===== src/rtl/pc_sequencer.sv =====
// Fetch/decode/execute control FSM: master side of the program_counter control
// interface, fetching instruction words over a ready handshake and strobing the datapath.
module pc_sequencer #(
  parameter int ADDR_WIDTH  = 8,
  parameter int INSTR_WIDTH = 16
) (
  input  logic                   clk,
  input  logic                   reset,
  input  logic                   run,
  input  logic [ADDR_WIDTH-1:0]  count,
  input  logic [INSTR_WIDTH-1:0] instr,
  input  logic                   mem_ready,
  input  logic                   zero,
  output logic                   mem_req,
  output logic [ADDR_WIDTH-1:0]  mem_addr,
  output logic                   LoadPC,
  output logic                   IncPC,
  output logic [ADDR_WIDTH-1:0]  new_count,
  output logic [2:0]             alu_op,
  output logic                   acc_load,
  output logic [ADDR_WIDTH-1:0]  operand,
  output logic                   halted,
  output logic                   illegal
);

  typedef enum logic [2:0] {IDLE, FETCH, DECODE, EXECUTE, HALT} state_e;

  state_e                 state_q;
  logic [INSTR_WIDTH-1:0] ir_q;
  logic                   halted_q, illegal_q;

  logic [3:0] op;
  logic       op_illegal, op_halt;
  logic       unused_ir;

  assign op         = ir_q[INSTR_WIDTH-1 -: 4];
  assign op_halt    = (op == 4'hF);
  assign op_illegal = (op >= 4'h8) && (op <= 4'hE);
  assign unused_ir  = ^ir_q[INSTR_WIDTH-5:ADDR_WIDTH];

  always_ff @(posedge clk) begin
    if (!reset) begin
      state_q   <= IDLE;
      ir_q      <= '0;
      halted_q  <= 1'b0;
      illegal_q <= 1'b0;
    end else begin
      case (state_q)
        IDLE:    if (run) state_q <= FETCH;
        FETCH:   if (mem_ready) begin
                   ir_q    <= instr;
                   state_q <= DECODE;
                 end
        DECODE:  state_q <= EXECUTE;
        EXECUTE: begin
          if (op_halt || op_illegal) begin
            state_q   <= HALT;
            halted_q  <= 1'b1;
            illegal_q <= op_illegal;
          end else begin
            state_q <= run ? FETCH : IDLE;
          end
        end
        HALT:    state_q <= HALT;
        default: state_q <= IDLE;
      endcase
    end
  end

  // EXECUTE strobes follow the latched IR and this cycle's zero flag
  always_comb begin
    LoadPC   = 1'b0;
    IncPC    = 1'b0;
    acc_load = 1'b0;
    alu_op   = 3'd0;
    if (state_q == EXECUTE) begin
      case (op)
        4'h0: IncPC = 1'b1;
        4'h1: begin acc_load = 1'b1; IncPC = 1'b1; end
        4'h2: begin acc_load = 1'b1; alu_op = 3'd1; IncPC = 1'b1; end
        4'h3: begin acc_load = 1'b1; alu_op = 3'd2; IncPC = 1'b1; end
        4'h4: begin acc_load = 1'b1; alu_op = 3'd3; IncPC = 1'b1; end
        4'h5: LoadPC = 1'b1;
        4'h6: begin LoadPC = zero;  IncPC = ~zero; end
        4'h7: begin LoadPC = ~zero; IncPC = zero;  end
        default: ;
      endcase
    end
  end

  assign mem_req   = (state_q == FETCH);
  assign mem_addr  = mem_req ? count : '0;
  assign new_count = ir_q[ADDR_WIDTH-1:0];
  assign operand   = ir_q[ADDR_WIDTH-1:0];
  assign halted    = halted_q;
  assign illegal   = illegal_q;

endmodule


===== config.mk =====
export PLATFORM = sky130hd
export DESIGN_NAME = pc_sequencer
export DESIGN_NICKNAME = d
export VERILOG_FILES = /design/src/rtl/pc_sequencer.sv
export SDC_FILE = /design/constraint.sdc
export NUM_CORES = 1
export LEC_CHECK = 0
export CAP_MARGIN = 10
export CORE_MARGIN = 2
export CORE_UTILIZATION = 35
export DETAILED_ROUTE_END_ITERATION = 10
export PLACE_DENSITY = 0.77
export SLEW_MARGIN = 5
export SYNTH_ARGS = -nofsm -noshare
export SYNTH_HDL_FRONTEND = slang
export SYNTH_SLANG_ARGS = --single-unit

===== constraint.sdc =====
create_clock -name clk -period 1.55 [get_ports clk]
set_input_delay 0.2325 -clock clk [delete_from_list [all_inputs] [get_ports clk]]
set_output_delay 0.2325 -clock clk [all_outputs]
set_load 0.01 [all_outputs]

==> impl_metrics.csv <==
group,metric,value,unit
run_status,status,"complete, but fails checks",
run_status,violations,"negative setup slack",
clocking,cts_root_buffer,"clkbuf_4",
hold_path,whs_endpoint,"ir_q[4]$_SDFFE_PN0P_",
synthesis,synth.most_common_cell,"buf_4",
synthesis,synth.distinct_cells,34,
place,hpwlAfterDp,1790,um
clocking,clock_path_buffers,2,
synthesis,yosysTopAreaCellShare,0.339,
floorplanning,fp.dieW,57.5,um
setup_path,reg2regPathDepth,5,
setup_path,path_buf_inv,3,
sta,timing.fmax,641,MHz
setup_path,path_max_fanout,4,
setup_path,r2r-end,"ir_q[6]$_SDFFE_PN0P_",
place,post-place-ws,-0.382,ns
floorplanning,ios,62,
sta,worst_slack,-0.0105,ns
synthesis,postSynthCellCount,120,
hold_path,hold_depth,2,
cells_and_area,area_growth,62.5,%
run,cap_violations,0,
sta,grt_setup_unrepaired,"true",
setup_path,rrSetupSlack,0.12,ns
cells_and_area,nFillCells,252,
synthesis,ys.flop_type,"dfxtp_1",
drt,firstDrtPassIters,4,
sta,setup_tns,-0.0341,ns
cells_and_area,antennaDiodeCount,0,
sta,skew,0.000381,ns
global_route,grt_max_degree,29,
hold_path,hold_path.class,"reg -> reg",
power_and_ir_drop,peakVddDrop,0.517,mV
hold_path,holdCritStartpoint,"ir_q[4]$_SDFFE_PN0P_",
sta,finalMaxSlewViolations,0,
global_route,grt_pass1_vias,937,
setup_path,crit_type,"reg -> out",
setup_path,critPathMostFrequentCell,"buf_6",
power_and_ir_drop,power_leakage,0.662,nW
place,placed_cells,195,
cells_and_area,final_util,0.596,
sta,post-route-period-util,1.01,
clocking,numCtsBuffers,3,
drt,drc,0,
clocking,cts_tree,"built",
synthesis,synth_seq_cells,17,
synthesis,yosys.area.top_type,"dfxtp_1",
synthesis,ys_top_cells_by_count,"buf_4 (18), dfxtp_1 (17), nand2_1 (12), nand3_1 (12)",
cells_and_area,final_cell_area,1630,um2
setup_path,slowest_delay,0.35,ns
setup_path,cp-start-kind,"flop",
drt,post_drt_wl_per_cell,13.0,um
drt,wirelength,2670,um
sta,setup_violations,4,
sta,hold_violations,0,
clocking,clk_pin_slew,0.09,ns
global_route,grt-ovfl-total,0,
drt,drtIter0Drc,15,
clocking,htreeDepth,1,
clocking,cts_sinks,17,
setup_path,cp_data_required_time,1.32,ns
sta,fin_crit,1.56,ns
synthesis,avgSynthCellArea,8.36,um2
setup_path,critPathLaunch,"state_q[1]$_SDFFE_PN0P_",
synthesis,synthTopCellsByArea,"dfxtp_1 (34%), buf_4 (13%), o21ai_2 (7.0%)",
floorplanning,rows,19,
setup_path,crit_family,"buffers and inverters",
setup_path,cp_cell_sequence,"buf_6 > nor3b_4 > buf_2 > and2_4 > buf_6",
synthesis,syn-num-nets,149,
global_route,grt_pass1_wl,4120,um
floorplanning,dieHeight,57.5,um
setup_path,crit_arrival,1.33,ns
global_route,antenna_found_initial,0,
synthesis,synth-seq-area-share,0.339,
synthesis,async_flop_share,0,
drt,vias,1011,
floorplanning,core,2730,um2
synthesis,synth_edf_count,0,
setup_path,endpoint_kind,"output pin",
floorplanning,initial_utilization,0.367,
synthesis,yosysWarnings,0,
global_route,grt_usage,0.157,
synthesis,netlist_area,1000,um2
cells_and_area,fin_cells,206,
sta,fin_hold_ws,0.476,ns
clocking,clock_latency,0.28,ns
place,port_buffers,56,
drt,via_per_inst,4.91,
place,place_area,1510,um2
power_and_ir_drop,power_density,631,nW/um2
cells_and_area,finalNetCount,205,
drt,ant_nets,0,
setup_path,slowest_stage,"dfxtp_2",
place,place_congestion,0.716,
cells_and_area,drive_gt1_frac,0.360,
power_and_ir_drop,power,1.03,mW
setup_path,rr_startpoint,"state_q[1]$_SDFFE_PN0P_",
floorplanning,die_area,3310,um2
==> cells in the final DEF (no fill, tap or decap), types with 2 or more instances in the layout <==
cell type / count
buf_6: 10
and2_4: 8
dfxtp_2: 4
nor2_2: 2
buf_2: 7
nand3b_1: 2
o21ai_2: 8
buf_4: 15
a21oi_1: 4
clkbuf_4: 3
nand2_1: 12
nor2b_1: 2
nand2b_1: 2
o21ai_1: 3
nor2_1: 4
dfxtp_1: 13
clkdlybuf4s50_1: 42
o21ai_0: 2
nand3_1: 12
==> worst max path at each step <==
stage,to,depth (start not counted)
after floorplan,mem_addr[0],2
after global placement,IncPC,5
after detailed placement,IncPC,5
after CTS,mem_addr[7],5
after global routing,alu_op[0],5
final,mem_addr[6],5
==> tightest hold or removal path, cell delays in order (launching register included) <==
cell	delay, ns
dfxtp_1	0.33
nand2_1	0.07
o21ai_2	0.04
==> final cells by class <==
| type | instances | area (um2) | share of cell area |
|---|---|---|---|
| repair buffers | 74 | 681 | 0.417 |
| multi-input cells | 79 | 536 | 0.328 |
| flip-flops and latches | 17 | 345 | 0.212 |
| well taps | 31 | 38.8 | 0.0238 |
| clock buffers | 4 | 26.3 | 0.0161 |
| inverters | 1 | 3.75 | 0.00230 |
==> sequential cells by signal, summed over array words and instances (netlist names) <==
register	flops
ir_q	12
state_q	3
halted	1
illegal	1
==> kinds of logic after synthesis <==
group,count (synthesis),synth area share
buf+inv,25,0.190
xor+xnor,1,0.00873
flops,17,0.339
simple gates,53,0.298
compound gates,23,0.161
other cells,1,0.00374
==> where the power goes <==
group / switching (mW) / internal (mW)
combinational: 0.123 / 0.197
clock: 0.133 / 0.100
sequential: 0.0188 / 0.457
total: 0.274 / 0.754
==> routing by layer <==
layer,part of all wire,track usage
met1,0.40,0.176
met2,0.48,0.286
met3,0.10,0.0431
met4,0.0064,0.0498
met5,0,0
==> what timing repair did <==
item                                    CTS  global route
hold buffers                              0             0
endpoints found under the setup margin   14            15
resized for setup                        82             6
setup buffers                             4             1
gates cloned                              1             1
pin swaps                                 8             7
Note: power is estimated with default switching activity, not from simulation.
